## src/rtl/vga_timing_gen.sv

```systemverilog
// Parametrised VGA sync generator: pixel position, polarity-configurable syncs,
// registered display_on, line/frame/vblank strobes and a wrapping frame counter.
module vga_timing_gen #(
    parameter int unsigned H_ACTIVE = 640,
    parameter int unsigned H_FP     = 16,
    parameter int unsigned H_SYNC   = 96,
    parameter int unsigned H_BP     = 48,
    parameter int unsigned V_ACTIVE = 480,
    parameter int unsigned V_FP     = 10,
    parameter int unsigned V_SYNC   = 2,
    parameter int unsigned V_BP     = 33,
    parameter logic        H_POL    = 1'b0,
    parameter logic        V_POL    = 1'b0,
    parameter int unsigned CW       = 10,
    parameter int unsigned FCW      = 8
) (
    input  logic           clk,
    input  logic           reset,
    input  logic           pix_en,
    output logic [CW-1:0]  hpos,
    output logic [CW-1:0]  vpos,
    output logic           hsync,
    output logic           vsync,
    output logic           display_on,
    output logic           line_start,
    output logic           frame_start,
    output logic           vblank_start,
    output logic [FCW-1:0] frame_count
);

    localparam int unsigned H_TOTAL = H_ACTIVE + H_FP + H_SYNC + H_BP;
    localparam int unsigned V_TOTAL = V_ACTIVE + V_FP + V_SYNC + V_BP;

    localparam logic [CW-1:0] H_LAST = CW'(H_TOTAL - 1);
    localparam logic [CW-1:0] V_LAST = CW'(V_TOTAL - 1);
    localparam logic [CW-1:0] H_ACT  = CW'(H_ACTIVE);
    localparam logic [CW-1:0] V_ACT  = CW'(V_ACTIVE);
    localparam logic [CW-1:0] HS_BEG = CW'(H_ACTIVE + H_FP);
    localparam logic [CW-1:0] HS_END = CW'(H_ACTIVE + H_FP + H_SYNC - 1);
    localparam logic [CW-1:0] VS_BEG = CW'(V_ACTIVE + V_FP);
    localparam logic [CW-1:0] VS_END = CW'(V_ACTIVE + V_FP + V_SYNC - 1);

    logic [CW-1:0]  hpos_q, hpos_d;
    logic [CW-1:0]  vpos_q, vpos_d;
    logic [FCW-1:0] fc_q, fc_d;
    logic           hsync_q, hsync_d;
    logic           vsync_q, vsync_d;
    logic           de_q, de_d;
    logic           ls_q, ls_d;
    logic           fs_q, fs_d;
    logic           vbs_q, vbs_d;

    always_comb begin
        hpos_d = hpos_q;
        vpos_d = vpos_q;
        fc_d   = fc_q;
        if (pix_en) begin
            if (hpos_q == H_LAST) begin
                hpos_d = '0;
                if (vpos_q == V_LAST) begin
                    vpos_d = '0;
                    fc_d   = fc_q + FCW'(1);
                end else begin
                    vpos_d = vpos_q + CW'(1);
                end
            end else begin
                hpos_d = hpos_q + CW'(1);
            end
        end

        // Decoded from next-state counters so outputs line up with hpos/vpos.
        hsync_d = ((hpos_d >= HS_BEG) && (hpos_d <= HS_END)) ? H_POL : ~H_POL;
        vsync_d = ((vpos_d >= VS_BEG) && (vpos_d <= VS_END)) ? V_POL : ~V_POL;
        de_d    = (hpos_d < H_ACT) && (vpos_d < V_ACT);

        ls_d  = pix_en && (hpos_d == '0);
        fs_d  = ls_d && (vpos_d == '0);
        vbs_d = ls_d && (vpos_d == V_ACT);
    end

    always_ff @(posedge clk) begin
        if (reset) begin
            hpos_q  <= '0;
            vpos_q  <= '0;
            fc_q    <= '0;
            hsync_q <= ~H_POL;
            vsync_q <= ~V_POL;
            de_q    <= 1'b1;
            ls_q    <= 1'b0;
            fs_q    <= 1'b0;
            vbs_q   <= 1'b0;
        end else begin
            hpos_q  <= hpos_d;
            vpos_q  <= vpos_d;
            fc_q    <= fc_d;
            hsync_q <= hsync_d;
            vsync_q <= vsync_d;
            de_q    <= de_d;
            ls_q    <= ls_d;
            fs_q    <= fs_d;
            vbs_q   <= vbs_d;
        end
    end

    assign hpos         = hpos_q;
    assign vpos         = vpos_q;
    assign hsync        = hsync_q;
    assign vsync        = vsync_q;
    assign display_on   = de_q;
    assign line_start   = ls_q;
    assign frame_start  = fs_q;
    assign vblank_start = vbs_q;
    assign frame_count  = fc_q;

endmodule

```

## config.mk

```make
export PLATFORM = sky130hd
export DESIGN_NAME = vga_timing_gen
export DESIGN_NICKNAME = d
export VERILOG_FILES = /design/src/rtl/vga_timing_gen.sv
export SDC_FILE = /design/constraint.sdc
export NUM_CORES = 1
export LEC_CHECK = 0
export BUFFER_PORTS_ARGS = -buffer_cell sky130_fd_sc_hd__buf_2
export CAP_MARGIN = 25
export CORE_UTILIZATION = 30
export DETAILED_ROUTE_END_ITERATION = 16
export HOLD_SLACK_MARGIN = 0.06
export PLACE_DENSITY_LB_ADDON = 0.2
export SLEW_MARGIN = 30
export SYNTH_ARGS = -nofsm -noshare
export SYNTH_HDL_FRONTEND = slang
export SYNTH_SLANG_ARGS = --single-unit
```

## constraint.sdc

```tcl
create_clock -name clk -period 5.04 [get_ports clk]
set_clock_uncertainty 0.15 [all_clocks]
set_input_delay 0.252 -clock clk [delete_from_list [all_inputs] [get_ports clk]]
set_output_delay 0.252 -clock clk [all_outputs]
set_load 0.03 [all_outputs]
```

==> impl_metrics.tcl, run 1 <==
set metrics [dict create \
    outcome "completed" \
    required_ns 5.10 \
    grt_setup_unrepaired "no" \
    yosys.area_share.xor_xnor_pct 9.091 \
    tritoncts "done" \
    crit_fanout 5 \
    setup_viol 0 \
    max_slew_margin_pct 58.13 \
    synth-async-reset-ratio_pct 0 \
    crit_type "register to register" \
    cp-end-kind "register" \
    synth_top_family_by_area "simple AND/OR/NAND/NOR gates" \
    worstPathArrival_ns 3.03 \
    routedWlPerCell_um 13.44 \
    post-route-min-period_ns 2.966 \
    grt_pass1_wl_um 6837 \
    pin_count 37 \
    die_x_um 78.03 \
    synth_edf_count 0 \
    ys_types 46 \
    final_cell_mix "buf_2, dfxtp_1, nor2_1" \
    antenna_found_initial 0 \
    clk_transition_reported_paths_ns 0.07 \
    numClockSinks 34 \
    num_vias 1552 \
    start_util_pct 31.30 \
    ys.flop_type "dfxtp_1" \
    period_share_pct 58.85 \
    dpl.hpwl_um 2942 \
    synth_adder_area_share_pct 2.886 \
    core_mm2 0.005540 \
    htreeDepth 2 \
    area_delta_synth_final_pct 18.25 \
    netlist_area_mm2 0.001734 \
    leakagePower_nw 0.8759 \
    synth_mux_area_share_pct 3.535 \
    syn_nets 212 \
    worst_pin_slew_ns 0.6265 \
    yosysSeqAreaShare_pct 39.25 \
    drc 0 \
    vdd_drop_max_v 0.0002181 \
    drtIter0Drc 67 \
    cts-root-buf "clkbuf_8" \
    drive_gt1_share_pct 21.34 \
    grt_pass1_vias 1421 \
    grt_max_degree 32 \
    mostFrequentLayoutCell "buf_2" \
    cts_resized 0 \
    start_kind "register" \
    grt-ovfl-total 0 \
    fin_nets 245 \
    power_density_mw_per_mm2 246.9 \
    cts_buffers 5 \
    gp_congestion 0.7741 \
    max_freq_mhz 337.2 \
    vias_per_cell 4.990 \
    die-height_um 78.03 \
    postRouteAntennaNets 0 \
    grt_usage_pct 14.37 \
    ys_ff_latch 34 \
    diodes 0 \
    hold_viol 0 \
    io_buffers 36 \
    hold_class "input pin to register" \
    hold_buffers 0 \
    synth.avg_cell_area_um2 8.459 \
    clockBufferDepth 2 \
    insertion_delay_ns 0.29 \
    fin_setup_tns_ns 0 \
    synth_cells 205 \
    rows 27 \
    yosys.area_share.simple_pct 31.60 \
    synth_compound_area_share_pct 9.307 \
    yosysWarnings 0 \
    postCtsSetupBuffers 0 \
    wl_um 4179 \
    hold_slack_ns 0.1533 \
    finalMaxSlewViolations 0 \
    cap_violations 0 \
    die_area_mm2 0.006089 \
    dr.pass1.iters 4 \
]
==> area by class of cell <==
class	count	area, um^2
Tap cell	72	90.09
Fill cell	626	3490
Inverter	4	15.01
Multi-Input combinational cell	155	978.4
Sequential cell	34	680.7
Clock buffer	7	86.33
Clock inverter	1	5.005
Timing Repair Buffer	38	195.2
==> cell usage after synthesis, types with 2 or more instances <==
master / n / area share (%)
nand4_1: 10 / 3.6
a31oi_1: 2 / 0.72
or3_1: 3 / 1.1
mux2i_1: 5 / 2.9
dfxtp_1: 34 / 39
nor2b_1: 3 / 1.1
nor2_1: 31 / 6.7
nor3_1: 6 / 1.7
inv_1: 4 / 0.87
nand3_1: 7 / 2.0
ha_1: 4 / 2.9
xnor2_1: 8 / 4.0
and2_1: 3 / 1.1
nand3b_1: 2 / 0.87
clkbuf_1: 7 / 1.5
nand2_1: 14 / 3.0
a21oi_1: 8 / 2.3
nand2b_1: 3 / 1.1
and4_1: 3 / 1.5
o21ai_0: 6 / 1.7
xor2_1: 10 / 5.1
buf_2: 3 / 0.87
and3_1: 6 / 2.2
==> logic make-up (layout without fill, tap and decap cells) <==
group                    count (synthesis)  count (layout)
AO/OA/AOI/OAI                           25              25
AND/OR/NAND/NOR                        102             102
adder cells (fa/ha/maj)                  4               4
multiplexers                             6               6
XOR/XNOR                                18              18
flip-flops                              34              34
buffers and inverters                   16              50
==> metal layers <==
metal | routed length (um) | vias to the layer above | global-route usage [%]
met5 | 0 | - | 0
met4 | 95 | 0 | 6.111
met3 | 245 | 9 | 4.186
met2 | 1746 | 42 | 21.33
met1 | 2092 | 716 | 19.32
li1 | - | 785 | -
==> flip-flops by register name, summed over array words and instances, names as in the netlist <==
register      cells
vblank_start      1
frame_count       8
display_on        1
frame_start       1
hpos             10
line_start        1
vsync             1
hsync             1
vpos             10
==> final timing paths <==
| path | depth (start not counted) | end | start | slack, ns |
|---|---|---|---|---|
| worst max-delay path | 7 | frame_start | hpos[0] | 2.07 |
| worst min-delay path | 3 | hpos[1] | pix_en | 0.15 |
| worst max register to register | 7 | frame_start | hpos[0] | 2.07 |
| worst min register to register | 2 | hpos[1] | hpos[1] | 0.36 |
==> critical path: stages, from the launching register on <==
cell       delay [ns]
dfxtp_1          0.39
ha_1             0.27
nand4_1          0.18
or4_1            0.49
a2111o_1         0.45
a2111oi_1        0.57
nand4b_1         0.20
nor3_1           0.20
==> where the power goes <==
| group | switching, mW | internal, mW |
|---|---|---|
| registers | 0.00153 | 0.271 |
| logic | 0.0140 | 0.00588 |
| clock network | 0.104 | 0.110 |
==> per-stage QoR <==
stage,utilization (%),setup slack (ns),instance area [um^2],cells,power [mW]
finish,37.01,2.074,2051,311,0.5064
CTS,37.01,2.118,2051,311,0.5124
global route,37.01,1.932,2051,311,0.5226
detailed placement,35.37,2.128,1959,303,0.2982
global placement,35.37,2.167,1959,303,0.2987
floorplan,-,2.192,1734,205,0.2920
Note: power is estimated with default switching activity, not from simulation.
==> run 2: changes to the inputs <==
--- a/config.mk
+++ b/config.mk
@@ -5,6 +5,7 @@
 export SDC_FILE = /design/constraint.sdc
 export NUM_CORES = 1
 export LEC_CHECK = 0
+export ABC_AREA = 1
 export BUFFER_PORTS_ARGS = -buffer_cell sky130_fd_sc_hd__buf_2
 export CAP_MARGIN = 25
 export CORE_UTILIZATION = 30
==> constraint.sdc (replaced) <==
create_clock -name clk -period 2.7 [get_ports clk]
set_clock_uncertainty 0.15 [all_clocks]
set_input_delay 0.135 -clock clk [delete_from_list [all_inputs] [get_ports clk]]
set_output_delay 0.135 -clock clk [all_outputs]
set_load 0.03 [all_outputs]
==> run 2 against run 1 <==
Net effect:
- flip-flop and latch count is the same
- maximum frequency grew 35%
- sequential share of layout area shrank 5.1 points
- register-to-register slack lost 1.6 ns
- die area grew 19%
==> impl_metrics.tcl, run 2 <==
set metrics [dict create \
    totalPowerFinal_mw 1.058 \
    netlist_area_mm2 0.002069 \
    wl_um 5267 \
    gp_congestion 0.8072 \
    drc 0 \
    die_area_mm2 0.007234 \
    required_ns 2.78 \
    tritoncts "done" \
    die-height_um 85.06 \
    fin_setup_tns_ns 0 \
    pin_count 37 \
    worstPathArrival_ns 2.27 \
    fin_ws_ns 0.5092 \
    crit_type "register to register" \
    crit_fanout 11 \
    yosysWarnings 0 \
    yosys.area.top_type "dfxtp_1" \
    synth_commonest_cells "nand2_1, nor2_1, inv_1" \
    post-route-min-period_ns 2.191 \
    cap_violations 0 \
    clk_transition_reported_paths_ns 0.08 \
    clockBufferDepth 2 \
    cts-root-buf "clkbuf_8" \
    core_mm2 0.006495 \
    area_delta_synth_final_pct 17.11 \
    leakagePower_nw 1.222 \
    synth_cells 308 \
    syn_nets 315 \
    start_util_pct 31.86 \
    pre_cts_ws_ns 0.5535 \
    grt-ovfl-total 0 \
    period_share_pct 81.14 \
    num_vias 1974 \
    synth.avg_cell_area_um2 6.719 \
    fin_nets 352 \
    dr.pass1.iters 4 \
    ff2ff_setup_slack_ns 0.51 \
    diodes 0 \
    cts_resized 0 \
    synth_top_cell_area_share_pct 32.89 \
    finalMaxSlewViolations 0 \
    postRouteAntennaNets 0 \
    dpl.hpwl_um 4042 \
    setup_viol 0 \
    grt_usage_pct 15.65 \
    grt_max_degree 28 \
    cts_buffers 5 \
    synth.most_common_cell "nand2_1" \
    numClockSinks 34 \
    placed_cell_area_mm2 0.002311 \
    postCtsSetupBuffers 0 \
    outcome "completed" \
    synth-async-reset-ratio_pct 0 \
    yosysSeqAreaShare_pct 32.89 \
    synth_edf_count 0 \
    max_slew_margin_pct 61.29 \
    vias_per_cell 4.678 \
    final_util_pct 37.31 \
    insertion_delay_ns 0.29 \
    worst_pin_slew_ns 0.5807 \
    stdcell_area_mm2 0.002424 \
    vdd_drop_max_v 0.0001969 \
    drtIter0Drc 95 \
    synthTopCellsByArea "dfxtp_1, nand2_1, nor2_1, inv_1, nand3_1" \
    grt_setup_unrepaired "no" \
    grt_pass1_vias 1842 \
    hold_class "input pin to register" \
    hold_viol 0 \
    htreeDepth 2 \
    power_density_mw_per_mm2 436.7 \
    drive_gt1_share_pct 23.48 \
    io_buffers 36 \
    cp-end-kind "register" \
    die_x_um 85.06 \
    rows 29 \
    ys_ff_latch 34 \
    max_freq_mhz 456.5 \
    start_kind "register" \
    mostFrequentLayoutCell "nand2_1" \
    ys.flop_type "dfxtp_1" \
    routedWlPerCell_um 12.48 \
    final_cell_mix "nand2_1, nor2_1, inv_1" \
    grt_pass1_wl_um 8769 \
    hold_buffers 0 \
    ys_types 33 \
    antenna_found_initial 0 \
]
## run 2: final timing paths
check,end,from,cells after the start
min,hpos[2],reset,2
min reg2reg,frame_count[7],frame_count[7],2
max reg2reg,vblank_start,hpos[0],13
max,vblank_start,hpos[0],13
## run 2: report_power, final
group          switching (mW)  internal (mW)
clock network           0.192          0.295
registers             0.00489          0.506
logic                  0.0447         0.0150
total                   0.242          0.816
## run 2: worst max-delay path, stage by stage (launching register included)
cell and delay [ns]:
dfxtp_1 0.42, ha_1 0.22, nand2_1 0.06, clkinv_1 0.09
nand3_2 0.09, nor2_4 0.28, nand2_2 0.16, nand3_2 0.13
nand2_2 0.07, nor2_1 0.11, nand2_1 0.06, nor2_2 0.12
nand2_1 0.08, nor2_2 0.07
## run 2: cell families after synthesis
family / Yosys count / synth area share, %
xor+xnor: 7 / 3.325
fa+ha+maj: 4 / 2.418
flops: 34 / 32.89
buf+inv: 50 / 9.673
simple gates: 200 / 47.88
compound gates: 13 / 3.809
## run 2: layout make-up
class,instances,area [um^2]
clock buffer,6,82.58
multi-input combinational,224,1189
inverter,44,165.2
timing repair buffer,36,180.2
sequential,34,680.7
fill,710,4071
clock inverter,1,30.03
tap,77,96.34
## run 2: routing by layer
layer | vias up | GRT usage, % | share of wire (%)
met3 | 10 | 3.988 | 4.3
met4 | 0 | 5.701 | 1.9
met1 | 883 | 21.58 | 52
li1 | 1039 | - | -
met5 | - | 0 | 0
met2 | 42 | 23.53 | 42
## run 2: per-stage QoR
stage	hold slack, ns	std cells
3_3_place_gp	0.3352	415
3_5_place_dp	0.3362	415
4_1_cts	0.1850	422
6_report	0.1833	422
5_1_grt	0.1991	422
2_1_floorplan	0.2168	308
